## src/rtl/palette_fade_ctrl.sv

```systemverilog
// Palette brightness fader: steps a 0..16 level on vsync frame ticks and
// scales the palette colour of each pixel by level/16 in a two-stage pipeline.
module palette_fade_ctrl #(
    parameter int unsigned FRAMES_PER_STEP = 2
) (
    input  logic       Clk,
    input  logic       Reset,
    input  logic       vsync,
    input  logic       start_fade_in,
    input  logic       start_fade_out,
    input  logic [3:0] pix_index,
    input  logic       pix_valid,
    output logic [3:0] pal_index,
    input  logic [3:0] pal_red,
    input  logic [3:0] pal_green,
    input  logic [3:0] pal_blue,
    output logic [3:0] red,
    output logic [3:0] green,
    output logic [3:0] blue,
    output logic       rgb_valid,
    output logic [4:0] level,
    output logic       busy,
    output logic       fade_done
);

    localparam int unsigned COL_W  = 4;
    localparam int unsigned LVL_W  = 5;
    localparam int unsigned CNT_W  = 8;
    localparam int unsigned PROD_W = 9;

    typedef enum logic [1:0] {
        DARK     = 2'd0,
        FADE_IN  = 2'd1,
        BRIGHT   = 2'd2,
        FADE_OUT = 2'd3
    } state_t;

    state_t             state;
    state_t             state_nxt;
    logic [CNT_W-1:0]   step_cnt;
    logic [CNT_W-1:0]   step_cnt_nxt;
    logic [LVL_W-1:0]   level_nxt;
    logic               fade_done_nxt;
    logic               vsync_q;
    logic               valid_d1;
    logic               frame_tick_c;
    logic               step_due_c;
    logic [PROD_W-1:0]  prod_red_c;
    logic [PROD_W-1:0]  prod_green_c;
    logic [PROD_W-1:0]  prod_blue_c;

    assign frame_tick_c = vsync_q & ~vsync;
    assign step_due_c   = frame_tick_c &&
                          (CNT_W'(step_cnt + CNT_W'(1)) == CNT_W'(FRAMES_PER_STEP));

    // Next-state: start requests win over a coincident step; fade_out has priority
    always_comb begin
        state_nxt     = state;
        step_cnt_nxt  = step_cnt;
        level_nxt     = level;
        fade_done_nxt = 1'b0;
        case (state)
            DARK: begin
                if (start_fade_in && !start_fade_out) begin
                    state_nxt    = FADE_IN;
                    step_cnt_nxt = '0;
                end
            end
            FADE_IN: begin
                if (start_fade_out) begin
                    state_nxt    = FADE_OUT;
                    step_cnt_nxt = '0;
                end else if (step_due_c) begin
                    step_cnt_nxt = '0;
                    level_nxt    = level + LVL_W'(1);
                    if (level == LVL_W'(15)) begin
                        state_nxt     = BRIGHT;
                        fade_done_nxt = 1'b1;
                    end
                end else if (frame_tick_c) begin
                    step_cnt_nxt = step_cnt + CNT_W'(1);
                end
            end
            BRIGHT: begin
                if (start_fade_out) begin
                    state_nxt    = FADE_OUT;
                    step_cnt_nxt = '0;
                end
            end
            FADE_OUT: begin
                if (start_fade_in && !start_fade_out) begin
                    state_nxt    = FADE_IN;
                    step_cnt_nxt = '0;
                end else if (step_due_c) begin
                    step_cnt_nxt = '0;
                    level_nxt    = level - LVL_W'(1);
                    if (level == LVL_W'(1)) begin
                        state_nxt     = DARK;
                        fade_done_nxt = 1'b1;
                    end
                end else if (frame_tick_c) begin
                    step_cnt_nxt = step_cnt + CNT_W'(1);
                end
            end
            default: state_nxt = DARK;
        endcase
    end

    always_ff @(posedge Clk) begin
        if (Reset) begin
            state     <= DARK;
            step_cnt  <= '0;
            level     <= '0;
            vsync_q   <= 1'b1;
            busy      <= 1'b0;
            fade_done <= 1'b0;
        end else begin
            state     <= state_nxt;
            step_cnt  <= step_cnt_nxt;
            level     <= level_nxt;
            vsync_q   <= vsync;
            busy      <= (state_nxt == FADE_IN) || (state_nxt == FADE_OUT);
            fade_done <= fade_done_nxt;
        end
    end

    // Stage 2 scales with the level currently held, so max product is 15*16
    assign prod_red_c   = PROD_W'(pal_red)   * PROD_W'(level);
    assign prod_green_c = PROD_W'(pal_green) * PROD_W'(level);
    assign prod_blue_c  = PROD_W'(pal_blue)  * PROD_W'(level);

    always_ff @(posedge Clk) begin
        if (Reset) begin
            pal_index <= '0;
            valid_d1  <= 1'b0;
            red       <= '0;
            green     <= '0;
            blue      <= '0;
            rgb_valid <= 1'b0;
        end else begin
            pal_index <= pix_index;
            valid_d1  <= pix_valid;
            rgb_valid <= valid_d1;
            red       <= valid_d1 ? COL_W'(prod_red_c   >> 4) : '0;
            green     <= valid_d1 ? COL_W'(prod_green_c >> 4) : '0;
            blue      <= valid_d1 ? COL_W'(prod_blue_c  >> 4) : '0;
        end
    end

endmodule

```

## config.mk

```make
export PLATFORM = sky130hd
export DESIGN_NAME = palette_fade_ctrl
export DESIGN_NICKNAME = d
export VERILOG_FILES = /design/src/rtl/palette_fade_ctrl.sv
export SDC_FILE = /design/constraint.sdc
export NUM_CORES = 1
export LEC_CHECK = 0
export CORE_MARGIN = 10
export CORE_UTILIZATION = 55
export DETAILED_ROUTE_END_ITERATION = 16
export PLACE_DENSITY = 0.82
export SYNTH_ARGS = -nofsm -noshare
export SYNTH_HDL_FRONTEND = slang
export SYNTH_SLANG_ARGS = --single-unit
export TNS_END_PERCENT = 10
```

## constraint.sdc

```tcl
create_clock -name Clk -period 4.2 [get_ports Clk]
set_input_delay 0.42 -clock Clk [delete_from_list [all_inputs] [get_ports Clk]]
set_output_delay 0.42 -clock Clk [all_outputs]
set_load 0.02 [all_outputs]
```

==> summary.md <==
| Metric | Value |
|---|---|
| First-pass GRT wire length | 10680 microns |
| Clock Tree Buf Depth | 2 |
| Post-synthesis cell type count | between 50 and 60 |
| Reg2Reg Depth | 11 |
| Yosys top cell by area | dfxtp_1 |
| Initial Util | between 50% and 60% |
| Final setup viols | 0 |
| RSZ-0062 raised after global routing | false |
| Avg Inst Size Synth | ~8.6 sq um |
| Sequential share of the synthesized area | roughly 25% |
| FFs w/ async S/R, synth | 0% |
| Yosys reg bits | 36 |
| Final setup TNS | 0 ns |
| Clock Latency Late Sink | 0.29 ns |
| WL/cell | 13.85 microns |
| Most frequent cells in the layout | 45 x clkdlybuf4s50_1, 36 x dfxtp_1, 33 x nand2_1, 33 x ha_1, 30 x inv_1 |
| Fin worst setup slack | ~0.83 ns |
| Worst Hold Path Cells | 2 |
| Core Footprint | a little over 5000 sq um |
| FILL cells | 417 |
| Worst hold path class | reg -> reg |
| Pwr dens | roughly 210 nW/um^2 |
| Antenna violations before repair | 0 |
| Slew margin rel. | 35.14% |
| Commonest non-fill, non-tap cell in the layout | clkdlybuf4s50_1 |
| Worst hold slack | between 0.5 and 0.6 ns |
| Via count | approximately 2400 |
| CTS tree | yes |
| Largest net degree at the start of global routing | 31 |
| Wirelength, routed | approximately 6200 microns |
| Mapped Cells | between 300 and 400 |
| Synth Cell Area | roughly 2900 sq um |
| Die ar. | 8603 sq um |
| Max IR drop VDD | roughly 0.21 mV |
| Via density | about 5.4 |
| Number of global-route vias before repair | around 2400 |
| Crit. End Element | flop |
| DRC errors left | 0 |
| Mapped Nets | roughly 400 |
| FF-to-FF End | green[3] |
| F_max | approximately 300 MHz |
| Setup Fix Bufs, Post-CTS | 0 |
| Cts repair resizes | 0 |
| Post-synth EDFFs | 0 |
| Crit path DAT | approximately 3.5 ns |
| Chip width | ~93 microns |
| Reg clk slew, reported paths | 0.07 ns |
| Crit Path Category | in -> reg |
| Layout Cells excl Fill | 449 |
| CTS Hold Bufs | 0 |
| Critical Path RT | 4.36 ns |
| Synth area leaders | dfxtp_1 25%, ha_1 14%, fa_1 10% |
| Placed Cells incl. Taps | 441 |
| Total gr overflow | 0 |
| Hold-critical path endpoint | step_cnt[7] |
| Diodes inserted | 0 |
| Std cell rows | 26 |
| Startpoint Class | primary input |
| Slew of the pin with the lowest slew margin | between 0.9 and 1 ns |
| Clock Sink Count | 36 |
| Clk root buf | clkbuf_8 |
| Register area | roughly 700 sq um |
| Synth Flop Type | dfxtp_1 |
| Final Hold Fails | 0 |
| H-tree depth | 2 |
| Tcrit/Tclk final | around four fifths |
| Nets@finish | ~450 |
| Pre-CTS setup slack | roughly 0.55 ns |
| R2R setup slack | about 0.84 ns |
| Maxcap violations | 0 |
| Synthesis-to-finish area growth | 19.81% |
| Pleak | 1.486 nW |
| Drt initial violations | about 110 |
| Outcome | completed |
| Dpl hpwl | between 4000 and 5000 microns |
| Min-delay src | step_cnt[7] |
| Clock buffer count from CTS | 5 |
| GP Congestion | between 0.8 and 0.9 |
| Synth Warn # | 0 |
| Antenna-violating nets left | 0 |
| I/O pins | 46 |
| Multi-input logic area | roughly 2000 sq um |
| Height of the die | between 90 and 100 microns |
| Layout cells sized above 1 | roughly 4.5% |
| Worst Path Max Fanout | 5 |
| Tmin final | roughly 3.4 ns |
| Share of the synthesized area in the top cell type | between 20% and 30% |
| Max Slew Vio Count | 0 |
| Clk_skew | approximately 0.0064 ns |
| Port bufs | 45 |
| R2r startpoint | level[0] |
| Pre-antenna DRT Iters | 4 |
| Pwr Total | around 0.00072 W |
| Overall routing resource usage | around 15% |
==> worst max path at each step <==
stage | end | slack [ns] | cells past startpoint | startpoint
after global placement | green[3] | 0.60 | 13 | pal_green[3]
final | green[3] | 0.83 | 13 | pal_green[3]
after global routing | green[3] | 0.57 | 11 | level[1]
after CTS | green[3] | 0.85 | 11 | level[0]
after detailed placement | green[3] | 0.55 | 13 | pal_green[3]
after floorplan | blue[3] | 0.98 | 14 | level[2]
==> cell type report <==
cell class	count	share of cell area [%]
inverter	30	3.228
clock buffer	6	2.080
timing repair buffer	45	12.91
clock inverter	2	1.004
sequential	36	20.66
tap	70	2.511
multi-input combinational	260	57.60
==> logic make-up (layout without fill, tap and decap cells) <==
| group | Yosys count | count (layout) | share of synthesized area [%] |
|---|---|---|---|
| muxes | 2 | 2 | 1.117 |
| xor gates and xnor gates | 23 | 23 | 6.919 |
| adders and majority gates | 48 | 48 | 24.50 |
| and+or+nand+nor | 145 | 145 | 27.03 |
| DFF | 36 | 36 | 24.75 |
| AOI/OAI and AO/OA | 42 | 42 | 9.454 |
| buffers and inverters | 44 | 83 | 6.231 |
==> synth_stat cells, types with 3 or more instances <==
master    number
nor2b_1        8
nor3b_1        3
or3_1          4
nand3_1        9
and3_1         3
a21oi_1       16
nand2b_1       4
xnor2_1       19
a31oi_1        3
nor4_1         3
ha_1          33
fa_1          15
and2_1        27
nand2_1       33
a21o_1         3
xor2_1         4
inv_1         30
nand4_1        7
o21ai_0        5
clkbuf_1      10
nor2_1        28
dfxtp_1       36
==> registers in the layout, indices dropped and copies added (netlist names) <==
| register | flops |
|---|---|
| pal_index | 4 |
| red | 4 |
| blue | 4 |
| busy | 1 |
| step_cnt | 8 |
| rgb_valid | 1 |
| state | 2 |
| vsync_q | 1 |
| valid_d1 | 1 |
| fade_done | 1 |
| level | 5 |
| green | 4 |
==> per-layer routing <==
| layer | vias to the layer above | GRT usage, % | share of wire [%] |
|---|---|---|---|
| met5 | - | 0 | 0 |
| met4 | 0 | 4.756 | 1.2 |
| met3 | 10 | 3.309 | 4.0 |
| met2 | 51 | 25.88 | 50 |
| met1 | 1162 | 17.30 | 45 |
| li1 | 1211 | - | - |
==> report_power, final <==
group          leakage [nW]  switching (W)   total, W  internal [W]
clock network        0.0552       0.000125   0.000301      0.000176
registers             0.292     0.00000635   0.000354      0.000347
logic                  1.14      0.0000345  0.0000665     0.0000320
==> critical path, stage by stage <==
cell	delay (ns)
clkdlybuf4s50_1	0.49
and2_1	0.22
fa_1	0.53
inv_1	0.05
fa_1	0.53
inv_1	0.04
ha_1	0.32
nand3_1	0.08
o21ai_0	0.36
a21o_1	0.21
a21oi_1	0.08
xnor2_1	0.14
nor2_1	0.05
==> per-stage QoR <==
step / util [%] / instance area [sq um]
after floorplan: - / 2912
after global placement: 66.19 / 3381
after detailed placement: 66.19 / 3381
after CTS: 68.30 / 3488
after global routing: 68.30 / 3488
final: 68.30 / 3488
(Power assumes the default switching activity.)
==> variant (same flow settings) <==
The 4 states of `state_t` get a Gray code encoding in 2 bits.
--- a/src/rtl/palette_fade_ctrl.sv
+++ b/src/rtl/palette_fade_ctrl.sv
@@ -29,10 +29,10 @@
     localparam int unsigned PROD_W = 9;
 
     typedef enum logic [1:0] {
-        DARK     = 2'd0,
-        FADE_IN  = 2'd1,
-        BRIGHT   = 2'd2,
-        FADE_OUT = 2'd3
+        DARK     = 2'b00,
+        FADE_IN  = 2'b01,
+        BRIGHT   = 2'b11,
+        FADE_OUT = 2'b10
     } state_t;
 
     state_t             state;
Check against the original RTL: no difference found for any inputs over 10 cycles, from zero or initial values and one cycle with Reset high; not proved beyond that.
==> variant against the original RTL <==
Cell count increased by 7.8%; area after synthesis increased by 8.9%; core utilization decreased by 1.2 points; total power decreased by 3.6%; via count increased by 12%; sequential cell count unchanged; critical path type is now reg -> reg; synthesized cell count increased by 10%; global-route usage increased by 1.8 points; critical endpoint is now blue[3]; sequential share of layout area decreased by 1.3 points; wire length increased by 17%; worst setup slack got worse by 80 ps; design area increased by 6.6%; largest power group unchanged.
==> variant: results <==
group,metric,value,unit
sta,skew,14.16,ps
place,gp_congestion,0.9096,
routing,vias,2728,
layout,nets,486,
place,post-place-cells,476,
critical_path,crit_arrival,3660,ps
routing,m1WireLength,3172,um
sta,holdWs,575.9,ps
grt,grt_max_degree,24,
routing,met2_wirelength,3540,um
synthesis,ys_types,58,
synthesis,synth_nets,449,
critical_path,critPathSlowestCell,"dfxtp_1",
sta,slew_headroom,0.5699,
critical_path,cp_top_family,"adder cells",
grt,grt_pass1_wl,12400,um
synthesis,ys_top_cells_by_area,"dfxtp_1 (23%), ha_1 (15%), fa_1 (9.5%)",
routing,viasPerCell,5.636,
clock_tree,root_buffer,"clkbuf_8",
routing,drtIter0Drc,106,
clock_tree,postCtsSetupRepairBufs,0,
place,pre_cts_ws,486.1,ps
critical_path,slowest_delay,740,ps
power_and_ir_drop,p_leak,0.001698,uW
power_and_ir_drop,p_sw,191.1,uW
routing,first_pass_iters,4,
power_and_ir_drop,ir_worst_vdd,0.1043,mV
synthesis,synthTopCellsByCount,"nand2_1 (50), ha_1 (38), dfxtp_1 (36), inv_1 (32), nor2_1 (28)",
critical_path,path_max_fanout,19,
clock_tree,clkTransAtPathRegs,90,ps
status,outcome,"finished clean",
grt,track_usage,0.1651,
place,dp_hpwl,5740,um
routing,wl_met3,503,um
synthesis,ys_seq_area_frac,0.2272,
layout,drive_gt1_frac,0.06553,
variant: changes by cell type in the layout (fill, tap and decap cells not counted), sizes merged, moves of 4 or more:
cell / before / now
nor4: 5 / 1
and2: 27 / 23
nand2: 33 / 50
and4: 0 / 4
xnor2: 19 / 13
a211oi: 2 / 6
a21oi: 17 / 21
ha: 33 / 38
a21o: 3 / 9
o21ai: 7 / 12
a311oi: 0 / 4
variant: power groups by stage:
stage                     combinational, uW  clock (uW)  sequential (uW)
final                                  90.8         255              350
after floorplan                        41.7           0              362
after CTS                              90.6         258              349
after detailed placement               90.3           0              358
after global routing                   99.1         271              350
after global placement                 88.1           0              357
variant: kinds of logic after synthesis:
kind of cell,share of synthesized area
flip-flops,0.2272
XOR/XNOR,0.04694
buffers and inverters,0.06548
AND/OR/NAND/NOR,0.2308
AO/OA/AOI/OAI,0.1720
multiplexers,0.01302
adder cells (fa/ha/maj),0.2446
variant: metal layers:
| layer | global-route usage | up-vias |
|---|---|---|
| li1 | - | 1347 |
| met1 | 0.1958 | 1304 |
| met2 | 0.2822 | 67 |
| met3 | 0.04669 | 10 |
| met4 | 0.05160 | 0 |
| met5 | 0 | - |
variant: path summary, 6_finish.rpt:
kind	startpoint	end	cells after the start
worst max register to register	level[2]	blue[3]	11
worst min register to register	step_cnt[7]	step_cnt[7]	2
worst max-delay path	level[2]	blue[3]	11
worst min-delay path	step_cnt[7]	step_cnt[7]	2
variant: final cells by class:
| class | instances | area [sq um] |
|---|---|---|
| inverter | 32 | 120.1 |
| clock inverter | 3 | 18.77 |
| sequential | 36 | 720.7 |
| clock buffer | 5 | 68.82 |
| tap | 72 | 90.09 |
| fill | 479 | 1821 |
| multi-input combinational | 290 | 2243 |
| timing repair buffer | 46 | 457.9 |
